[src/rtl/sevenseg_mux_driver.sv]
// Multi-digit seven-segment driver: sequential double-dabble BCD conversion plus time-multiplexed scan.
// Optional leading-zero blanking is enabled by defining SEVENSEG_LZB_EN.
module sevenseg_mux_driver #(
    parameter int unsigned NUM_DIGITS  = 4,
    parameter int unsigned BIN_W       = 14,
    parameter int unsigned REFRESH_DIV = 1000
) (
    input  logic                  clk,
    input  logic                  rst_n,
    input  logic                  load,
    input  logic [BIN_W-1:0]      value_bin,
    output logic                  busy,
    output logic [6:0]            seg,
    output logic [NUM_DIGITS-1:0] an
);

    function automatic logic [63:0] pow10(input int unsigned n);
        logic [63:0] p;
        p = 64'd1;
        for (int unsigned k = 0; k < n; k++) begin
            p = p * 64'd10;
        end
        return p;
    endfunction

    localparam int unsigned BCD_W     = 4 * NUM_DIGITS;
    localparam int unsigned CNT_W     = (REFRESH_DIV > 1) ? $clog2(REFRESH_DIV) : 1;
    localparam int unsigned IDX_W     = (NUM_DIGITS > 1) ? $clog2(NUM_DIGITS) : 1;
    localparam int unsigned ITER_W    = $clog2(BIN_W + 1);
    localparam logic [63:0] OVF_LIMIT = pow10(NUM_DIGITS);

    localparam logic [6:0] SEG_BLANK = 7'b1111111;
    localparam logic [6:0] SEG_DASH  = 7'b1111110;

    localparam logic [0:0] S_IDLE = 1'b0;
    localparam logic [0:0] S_CONV = 1'b1;

    // Active-low {a,b,c,d,e,f,g} glyph for one decimal digit
    function automatic logic [6:0] digit_to_seg(input logic [3:0] d);
        logic [6:0] s;
        case (d)
            4'd0:    s = 7'b0000001;
            4'd1:    s = 7'b1001111;
            4'd2:    s = 7'b0010010;
            4'd3:    s = 7'b0000110;
            4'd4:    s = 7'b1001100;
            4'd5:    s = 7'b0100100;
            4'd6:    s = 7'b0100000;
            4'd7:    s = 7'b0001111;
            4'd8:    s = 7'b0000000;
            4'd9:    s = 7'b0000100;
            default: s = SEG_BLANK;
        endcase
        return s;
    endfunction

    logic [0:0]            r_state;
    logic [0:0]            w_state_nxt;
    logic                  w_accept;
    logic                  w_last;

    logic [BIN_W-1:0]      r_bin;
    logic [BCD_W-1:0]      r_bcd;
    logic                  r_ovf_pend;
    logic [ITER_W-1:0]     r_iter;
    logic [BCD_W-1:0]      w_bcd_adj;
    logic [BCD_W-1:0]      w_bcd_shift;
    logic [BIN_W-1:0]      w_bin_shift;

    logic [BCD_W-1:0]      r_disp;
    logic                  r_disp_ovf;

    logic [CNT_W-1:0]      r_refresh;
    logic [IDX_W-1:0]      r_idx;
    logic [IDX_W-1:0]      w_idx_nxt;
    logic                  w_wrap;
    logic                  r_scan_on;

    logic [NUM_DIGITS-1:0] w_blank;
    logic [3:0]            w_digit;
    logic                  w_blank_sel;
    logic [6:0]            w_seg_nxt;
    logic [NUM_DIGITS-1:0] w_an_nxt;
    logic [6:0]            r_seg;
    logic [NUM_DIGITS-1:0] r_an;

    // Conversion control state register
    always_ff @(posedge clk or negedge rst_n) begin
        if (!rst_n) begin
            r_state <= S_IDLE;
        end else begin
            r_state <= w_state_nxt;
        end
    end

    always_comb begin
        w_state_nxt = r_state;
        w_accept    = 1'b0;
        w_last      = 1'b0;
        case (r_state)
            S_IDLE: begin
                if (load) begin
                    w_accept    = 1'b1;
                    w_state_nxt = S_CONV;
                end
            end
            S_CONV: begin
                if (r_iter == ITER_W'(BIN_W - 1)) begin
                    w_last      = 1'b1;
                    w_state_nxt = S_IDLE;
                end
            end
            default: w_state_nxt = S_IDLE;
        endcase
    end

    assign busy = (r_state == S_CONV);

    // One double-dabble step: add 3 to each nibble >= 5, then shift {bcd, bin} left
    always_comb begin
        w_bcd_adj = r_bcd;
        for (int i = 0; i < NUM_DIGITS; i++) begin
            if (r_bcd[4*i +: 4] >= 4'd5) begin
                w_bcd_adj[4*i +: 4] = r_bcd[4*i +: 4] + 4'd3;
            end
        end
        {w_bcd_shift, w_bin_shift} = {w_bcd_adj, r_bin} << 1;
    end

    always_ff @(posedge clk or negedge rst_n) begin
        if (!rst_n) begin
            r_bin      <= '0;
            r_bcd      <= '0;
            r_ovf_pend <= 1'b0;
            r_iter     <= '0;
            r_disp     <= '0;
            r_disp_ovf <= 1'b0;
        end else if (w_accept) begin
            r_bin      <= value_bin;
            r_bcd      <= '0;
            r_ovf_pend <= (64'(value_bin) >= OVF_LIMIT);
            r_iter     <= '0;
        end else if (r_state == S_CONV) begin
            r_bin  <= w_bin_shift;
            r_bcd  <= w_bcd_shift;
            r_iter <= r_iter + ITER_W'(1);
            // Display only ever takes a finished conversion, digits and flag together
            if (w_last) begin
                r_disp     <= w_bcd_shift;
                r_disp_ovf <= r_ovf_pend;
            end
        end
    end

    assign w_wrap = (r_refresh == CNT_W'(REFRESH_DIV - 1));

    always_comb begin
        w_idx_nxt = r_idx;
        if (w_wrap) begin
            w_idx_nxt = (r_idx == IDX_W'(NUM_DIGITS - 1)) ? '0 : r_idx + IDX_W'(1);
        end
    end

    // Scan timing runs freely; loads never disturb it
    always_ff @(posedge clk or negedge rst_n) begin
        if (!rst_n) begin
            r_refresh <= '0;
            r_idx     <= IDX_W'(NUM_DIGITS - 1);
            r_scan_on <= 1'b0;
        end else begin
            r_refresh <= w_wrap ? '0 : r_refresh + CNT_W'(1);
            r_idx     <= w_idx_nxt;
            r_scan_on <= r_scan_on | w_wrap;
        end
    end

`ifdef SEVENSEG_LZB_EN
    // A digit is blank when it and every more significant digit are zero; digit 0 never blanks
    always_comb begin
        w_blank = '0;
        for (int i = 1; i < NUM_DIGITS; i++) begin
            w_blank[i] = ((r_disp >> (4 * i)) == '0);
        end
    end
`else
    assign w_blank = '0;
`endif

    always_comb begin
        w_digit     = 4'd0;
        w_blank_sel = 1'b0;
        for (int i = 0; i < NUM_DIGITS; i++) begin
            if (w_idx_nxt == IDX_W'(i)) begin
                w_digit     = r_disp[4*i +: 4];
                w_blank_sel = w_blank[i];
            end
        end
        if (r_disp_ovf) begin
            w_seg_nxt = SEG_DASH;
        end else if (w_blank_sel) begin
            w_seg_nxt = SEG_BLANK;
        end else begin
            w_seg_nxt = digit_to_seg(w_digit);
        end
        w_an_nxt = ~(NUM_DIGITS'(1) << w_idx_nxt);
    end

    // Pins stay dark until the first refresh wrap, then follow the index every cycle
    always_ff @(posedge clk or negedge rst_n) begin
        if (!rst_n) begin
            r_seg <= SEG_BLANK;
            r_an  <= '1;
        end else if (w_wrap || r_scan_on) begin
            r_seg <= w_seg_nxt;
            r_an  <= w_an_nxt;
        end
    end

    assign seg = r_seg;
    assign an  = r_an;

endmodule

[config.mk]
export PLATFORM = sky130hd
export DESIGN_NAME = sevenseg_mux_driver
export DESIGN_NICKNAME = d
export VERILOG_FILES = /design/src/rtl/sevenseg_mux_driver.sv
export SDC_FILE = /design/constraint.sdc
export NUM_CORES = 1
export LEC_CHECK = 0
export ABC_AREA = 1
export CAP_MARGIN = 25
export CELL_PAD_IN_SITES_DETAIL_PLACEMENT = 1
export CELL_PAD_IN_SITES_GLOBAL_PLACEMENT = 1
export CORE_MARGIN = 2
export CORE_UTILIZATION = 40
export DETAILED_ROUTE_END_ITERATION = 10
export GPL_TIMING_DRIVEN = 0
export PLACE_DENSITY_LB_ADDON = 0.1
export SYNTH_ARGS = -nofsm -noshare
export SYNTH_HDL_FRONTEND = slang
export SYNTH_SLANG_ARGS = --single-unit
[constraint.sdc]
create_clock -name clk -period 2.1 [get_ports clk]
set_input_delay 0.42 -clock clk [delete_from_list [all_inputs] [get_ports clk]]
set_output_delay 0.42 -clock clk [all_outputs]
set_load 0.05 [all_outputs]
Word level (Yosys, flattened, before mapping)
Memory sizes are Yosys's and may differ from the RTL's.
Cells that the tools add are included.
Word-level totals
  flip-flop bits (word level): 77
  ROM bits: 112
  input port bits: 17
  output and inout bits: 12
  logic and storage cells: 64
  memories: 1
Cells by class
  add/subtract/negate cells: 7
  order comparisons: 5
  equal/unequal tests: 6
  shift-type cells: 1
  mux-type cells: 24
  bitwise logic cells: 4
  reductions and logical operators: 4
Memories
  (no name shown): words 16, bits a word 7, read ports 1, clocked after memory_dff 0, wr ports 0, line 41  | case (d)
Operators with widths (number)
  $mux 4: 9
  $mux 16: 2
  $mux 14: 2
  $ge 4x3->1 const B: 4
  $ge 14x14->1 const B: 1
  $add 4x2->4 const B: 3
  $add 10x1->10 const B: 1
  $eq 10x10->1 const B: 1
  $mux 10: 1
  $mux 7: 1
  $eq 2x2->1 const B: 3
  $mux 1: 5
  $add 4x1->4 const B: 1
  $eq 4x4->1 const B: 1
  $mux 2: 2
  $not 4->4: 1
  $shl 1x2->4 const A: 1
  $add 3x2->3 const B: 1
  $mux 3: 1
  $reduce_and 3->1: 1
  $add 2x1->2 const B: 1
  $eq 2x1->1 const B: 1
  $logic_not 2->1: 1
  $not 1->1: 2
  other kinds (4): 4

Longest topological paths before layout
Gate-level depths: netlist of run 1.
An unclocked memory read counts as a cell.
  word-level depth: 10
  mapped depth: 18
  depth with buffers taken out: 18

Worst setup path after synthesis of run 1
OpenSTA, ideal clock, no wires.
  kind: reg-to-reg
  from: register r_refresh[0]
  to: register r_seg[0] (netlist: seg[0])
  library setup time: 76 ps
  data arrival time: 2152 ps
  required time: 2024 ps
  slack: -128 ps
  stages on the path, launching flop included: 19
  buffers on the path: 1
  period minus slack after synthesis: 2228 ps
  cells stage by stage: dfrtp_1 > ha_1 > nand2_1 > nor2_4 > nand2_2 > nand2_2 > nand2_4 > buf_6 > nand3_1 > nand3_1 > nor2_1 > inv_1 > ha_1 > inv_1 > nand3_1 > nand3_1 > nand2_1 > nand2_1 > nand2_1
On the way
  cells in the longest elaborated chain, start to end: 9
  elaborated cells on any way between the ends: 13
  those cells by class: 4 x eq/ne; 6 x mux; 2 x reduce/logical; 1 x memory
Ends and longest elaborated chain
  start, declared: line 73  | logic [CNT_W-1:0] r_refresh;
  start signal, assigned: line 171  | r_refresh <= w_wrap ? '0 : r_refresh + CNT_W'(1);
  $eq 10x10->1 (*): line 155  | assign w_wrap = (r_refresh == CNT_W'(REFRESH_DIV - 1));
  $mux 2: line 159  | if (w_wrap) begin
  $logic_not 2->1: line 193  | if (w_idx_nxt == IDX_W'(i)) begin
  $mux 4 (4 in a row): line 193
  $mem_v2 16x7
  $mux 7: line 198  | if (r_disp_ovf) begin
  end signal, assigned: line 214  | r_seg <= w_seg_nxt;
  end, declared: line 84  | logic [6:0] r_seg;
Mark *: on every way between the ends. The rest lies on a longest branch, timed or not.
A chain may end at the register's enable or synchronous reset.

Worst setup path after layout of run 1
  from: register r_refresh[1]
  to: register r_seg[1] (netlist: seg[1])
Same word-level chain as after synthesis.

==> run metrics, run 1 <==
Required @ worst endpoint=2400 ps; initial antenna violation count=0; final number of hold-violating endpoints=0; Die Ht=104 um; routed len/inst=14.6 um; via count=3304; f_max=0.446 GHz; vias per cell=4.92; slew margin rel.=between 60% and 70%; PwrDens=1140 nW/um2; failing checks=negative setup slack; met2 routed WL=4.86 mm; Worst Setup Start Kind=flop; Post-Syn Nets=approximately 500; GRT Residual Overflow=0; Hold WC Path Type=reg2reg; post-synth top area share=39.9%; area leader, netlist=dfrtp_1; TritonCTS Sinks=77; largest net degree at the start of global routing=57; WL final=9.84 mm; htree depth=3; setup violators final=7; min Tclk post-route=2240 ps; WS Path Type=reg2reg; die area=10900 um2; antenna cell count=0; WL met3=223 um; global-route wire length before repair=16.9 mm; drt first pass iters=4; PortBufs=28; post-detail-place hpwl=between 6 and 7 mm; synth warn=0; maxcap violations=0; P_leak=~0.0025 uW; final core utilization=51.7%; outcome=finished with violations; Slew Viols, Final=0; Crit path arrival time=2540 ps; Post-DRT Antenna Nets=0; register bit total from synthesis=77; crit-path cells=ha_4, nand2_4, nor2_4, nand2_4, nand2_4, nand2_4, buf_8, nand3_2, nand3_2, nor2_4, inv_2, ha_2, inv_2, nand3_2, nand2_1, nor2_1, nor2_1, nand2_1; Clock Tree Buf Depth=2; CP peak stage delay=400 ps; total negative setup slack=-745 ps; Worst Hold Launch=seg[0]; worst vdd ir=0.488 mV; die span in x=about 100 um; Slew @ Worst Pin=around 560 ps; CTS tree=yes; Nets=569; Initial Utilization=41.1%; final hold slack=477 ps; GRT Overall Usage=19.6%; synth top area cells=dfrtp_1 40%, nand2_1 8.6%, dfstp_2 8.5%, inv_1 5.9%, ha_1 5.6%; CP most frequent cell=nand2_4; Buf/Inv on CP=3; CTS buffer count=9; Detailed Route Iter0 Violations=108; Layout Skew=a little over 9 ps; core area=approximately 9800 um2; vias in the first global route=3555; Residual DRC=0; CP Launch Point=r_refresh[1]; Synth Cell Area=4010 um2; Pwr Total=5750 uW; Synth cell types=34; Max Fanout on Critical Path=7; layout cells sized above 1=22.8%; clk slew on worst S/H paths=roughly 80 ps; fin crit share=107%; CP top delay family=simple AND/OR/NAND/NOR gates; RePlAce Congestion=0.759; worst setup margin=-143 ps; Syn Inst Count=469; endpoint kind of the worst setup timing path=flop; sequential-to-total area share from yosys stat=between 40% and 50%; # fillers=~1200; met1 wire length=4.59 mm; synthesized area per cell=8.56 um2; Post-synth top cells=92 x nand2_1, 64 x dfrtp_1, 63 x inv_1; # rows=36; slowest CP cell=dfrtp_1; Skew-Pair Late Insertion Delay=360 ps; io pins=29; ys async rst share=100%; RSZ-0062 raised after global routing=yes; Post-synth EDFFs=0; Top Metal Used=met4; CTS Root Cell=clkbuf_8; Reg-to-Reg Start=r_refresh[1]; Main synth FF type=dfrtp_1; synth-to-layout area growth=25.9%; top-count cell post-synth=nand2_1
==> placed cells by master, fill, tap and decap left out, types with 13 or more instances in the layout <==
cell	count
buf_4	24
clkdlybuf4s50_1	16
dfrtp_1	63
dfstp_2	13
inv_1	60
nand2_1	89
nand3_1	22
nand3_2	16
nor2_1	36
o21ai_0	36
o22ai_1	16
==> area by class of cell <==
| cell class | count | area, um2 | area share (%) |
|---|---|---|---|
| timing repair buffer | 54 | 485 | 9.61 |
| clock inverter | 4 | 72.6 | 1.44 |
| multi-input combinational | 310 | 1890 | 37.3 |
| sequential | 77 | 1940 | 38.5 |
| buffer | 13 | 77.6 | 1.54 |
| tap | 133 | 166 | 3.29 |
| inverter | 69 | 277 | 5.47 |
| clock buffer | 12 | 145 | 2.87 |
==> cell families after synthesis <==
family                   after synthesis  share of synthesized area (%)
AND/OR/NAND/NOR                      205                           24.2
flip-flops                            77                           48.4
XOR/XNOR                               7                           1.53
buffers and inverters                 82                           8.63
AO/OA/AOI/OAI                         80                           11.6
adder cells (fa/ha/maj)               18                           5.61
==> worst reg2reg max path: stages, from the launching register on <==
cell	delay, ps
dfrtp_1	400
ha_4	170
nand2_4	70
nor2_4	150
nand2_4	100
nand2_4	90
nand2_4	80
buf_8	150
nand3_2	70
nand3_2	100
nor2_4	180
inv_2	70
ha_2	180
inv_2	50
nand3_2	80
nand2_1	70
nor2_1	40
nor2_1	90
nand2_1	50
==> metal layers <==
| layer | vias to the layer above | global-route usage [%] |
|---|---|---|
| met1 | 1608 | 24.8 |
| met5 | - | 0 |
| met3 | 13 | 3.88 |
| li1 | 1654 | - |
| met2 | 29 | 33.3 |
| met4 | 0 | 7.14 |
==> state kept, by name, summed over array words and instances, names as in the netlist, 2 cells and up <==
name / cells
r_iter: 4
r_bin: 14
r_refresh: 10
r_bcd: 16
r_idx: 2
r_disp: 16
an: 4
seg: 7
==> through the flow <==
step	setup WS, ps	instance area, um2	cells
global placement	-2170	4480	630
CTS	-110	4950	666
detailed placement	-250	4500	631
floorplan	19.8	4030	469
finish	-143	5050	672
global route	-341	5050	672
==> path summary, 6_finish.rpt <==
| path | to | slack [ps] | cells after the start |
|---|---|---|---|
| worst max-delay path | seg[1] | -140 | 18 |
| worst min-delay path | seg[0] | 480 | 2 |
| worst max register to register | seg[1] | -140 | 18 |
| worst min register to register | seg[0] | 480 | 2 |
| max in group asynchronous | r_idx[1] | 1000 | 3 |
| min in group asynchronous | r_refresh[3] | 490 | 2 |
==> power by group <==
part	switching (uW)	leakage (uW)	internal [uW]	total (uW)
clock	559	0.000107	701	1260
combinational	1400	0.00146	833	2240
sequential	306	0.000942	1950	2260
total	2270	0.00250	3490	5750
==> timing repair <==
item / 4_1_cts / 5_1_grt
hold buffers: 1 / 0
endpoints found under the hold margin: 10 / 0
gates cloned: 0 / 0
endpoints found under the setup margin: 18 / 11
pin swaps: 17 / 7
resized for setup: 36 / 14
buffers inserted: 18 / 6
Note: power is estimated with default switching activity, not from simulation.
==> inputs of run 2 (changes only) <==
--- a/config.mk
+++ b/config.mk
@@ -12,7 +12,6 @@
 export CORE_MARGIN = 2
 export CORE_UTILIZATION = 40
 export DETAILED_ROUTE_END_ITERATION = 10
-export GPL_TIMING_DRIVEN = 0
 export PLACE_DENSITY_LB_ADDON = 0.1
 export SYNTH_ARGS = -nofsm -noshare
 export SYNTH_HDL_FRONTEND = slang
==> run 2 against run 1 <==
  * The flow still finishes with violations (negative setup slack)
  * Clock skew is 1.4 ps lower
  * Global-route usage hardly changed
  * Wire length is 0.45% higher
  * Die area stayed put
  * Total power is 1.0% lower
  * Via count is 0.82% higher
  * Final area is 0.59% higher
  * Critical path depth is 2 lower
  * First-iteration DRC count is 45% lower
  * Register-to-register slack hardly changed
  * Critical path type unchanged
  * Largest power group is now combinational logic
==> run metrics, run 2 (same netlist as run 1, synthesis figures left out) <==
Post-Layout Cell Count=674; die span in x=104 um; clock network fraction of design power=19.1%; Switching Share=40.1%; # rows=36; Required @ worst endpoint=2390 ps; layout cells sized above 1=25.5%; Nets=571; GRT Residual Overflow=0; Buf/Inv on CP=2; min Tclk post-route=2230 ps; crit-path cells=ha_1, nor2_1, inv_1, nand3_2, nand2_8, nor2_1, nor2_1, nand3_1, nand2_4, ha_4, inv_2, nand2_1, nand2_1, nor2_2, nor2_1, nand2_1; WS Path Type=reg2reg; Area after DPL=4650 um2; Max Fanout on Critical Path=8; drt first pass iters=4; CP most frequent cell=nor2_1; synth-to-layout area growth=26.7%; vias per cell=4.94; Skew-Pair Late Insertion Delay=between 300 and 400 ps; Residual DRC=0; PortBufs=28; placed insts=647; slowest CP cell=dfstp_2; sw power=~2300 uW; leading cell type in the layout, fill and taps excluded=nand2_1; final hold slack=roughly 57 ps; CTS tree=yes; combinational share of power=40.8%; CP peak stage delay=540 ps; worst setup margin=-129 ps; PwrDens=1120 nW/um2; Crit path arrival time=2520 ps; f_max=around 0.45 GHz; htree depth=3; Die Ht=104 um; Detailed Route Iter0 Violations=59; core area=9770 um2; Largest regs=r_bcd x16, r_disp x16, r_bin x14; die area=10900 um2; CP Launch Point=r_idx[0]; most frequent cells in the layout=89 x nand2_1, 64 x dfrtp_1, 59 x inv_1, 40 x buf_4, 36 x nor2_1; setup violators final=7; WL final=about 10 mm; TritonCTS Sinks=77; CTS Root Cell=clkbuf_8; worst vdd ir=approximately 0.42 mV; Reg2Reg Setup Slack=-130 ps; post-route cell area=5080 um2; Slew Viols, Final=0; io pins=29; Layout Skew=between 7 and 8 ps; Post-DRT Antenna Nets=0; Initial Utilization=41.1%; failing checks=negative setup slack; Worst Setup Start Kind=flop; Seq pwr share=approximately two fifths; RSZ-0062 raised after global routing=yes; # fillers=1180; via count=3331; clk slew on worst S/H paths=80 ps; GRT Overall Usage=between 10% and 20%; fin crit share=106%; Clock Tree Buf Depth=2; outcome=finished with violations; CTS buffer count=9; Slew @ Worst Pin=578 ps; maxcap violations=0; routed len/inst=14.7 um; slew margin rel.=61.5%; endpoint kind of the worst setup timing path=flop; post-detail-place hpwl=7.18 mm; CP top delay family=simple AND/OR/NAND/NOR gates; largest net degree at the start of global routing=43; vias in the first global route=~3600; Hold WC Path Type=in2async; internal power=3410 uW; RePlAce Congestion=around 0.78; antenna cell count=0; initial antenna violation count=0; Reg-to-Reg Start=r_idx[0]; P_leak=around 0.0025 uW; final number of hold-violating endpoints=0; global-route wire length before repair=around 17 mm
[run 2: cell count changes in the layout (fill, tap and decap cells not counted), moves of 3 or more]
cell,delta
buf_4,+16
clkbuf_1,-10
nand3_2,-6
nand2_4,-5
dlygate4sd2_1,-4
nand2_2,+4
nand3_4,+4
buf_12,+3
[run 2: area by class of cell]
cell class	instances	area, um2	share of cell area (%)
Clock buffer	15	186	3.67
Timing Repair Buffer	69	617	12.1
Multi-Input combinational cell	310	1890	37.2
Clock inverter	1	5.00	0.0984
Inverter	69	275	5.41
Sequential cell	77	1940	38.2
Tap cell	133	166	3.27
[run 2: metrics by stage]
stage / setup TNS (ps) / power (uW) / setup WS [ps] / util [%]
floorplan: 0 / 3770 / 19.8 / -
global placement: -101 / 4380 / -34.8 / 47.6
detailed placement: -606 / 4500 / -157 / 47.6
CTS: -443 / 5720 / -107 / 50.9
global route: -2010 / 6210 / -319 / 52.0
finish: -709 / 5690 / -129 / 52.0
[run 2: routing by layer]
layer	vias up	track usage, %	wire length, um
li1	1662	-	-
met3	12	3.57	202
met5	-	0	0
met4	0	6.95	158
met1	1625	24.1	4580
met2	32	34.5	4940
[run 2: timing repair]
| action | 4_1_cts | 5_1_grt |
|---|---|---|
| hold buffers | 0 | 0 |
| setup endpoints to repair | 14 | 7 |
| setup buffers | 9 | 3 |
| gates resized for setup | 29 | 19 |
| pin swaps | 19 | 14 |
[run 2: final timing paths]
| kind | depth (start not counted) | to |
|---|---|---|
| worst max-delay path | 16 | seg[3] |
| max in group asynchronous | 2 | r_bin[9] |
| min in group clk | 2 | seg[0] |
| worst min register to register | 2 | seg[0] |
| worst min-delay path | 1 | r_refresh[4] |
| worst max register to register | 16 | seg[3] |
[run 2: power by group through the flow]
stage	clock, uW	combinational, uW	sequential [uW]
global placement	0	2120	2260
detailed placement	0	2220	2290
CTS	1130	2320	2270
floorplan	0	1560	2200
finish	1090	2320	2280
global route	1190	2680	2340
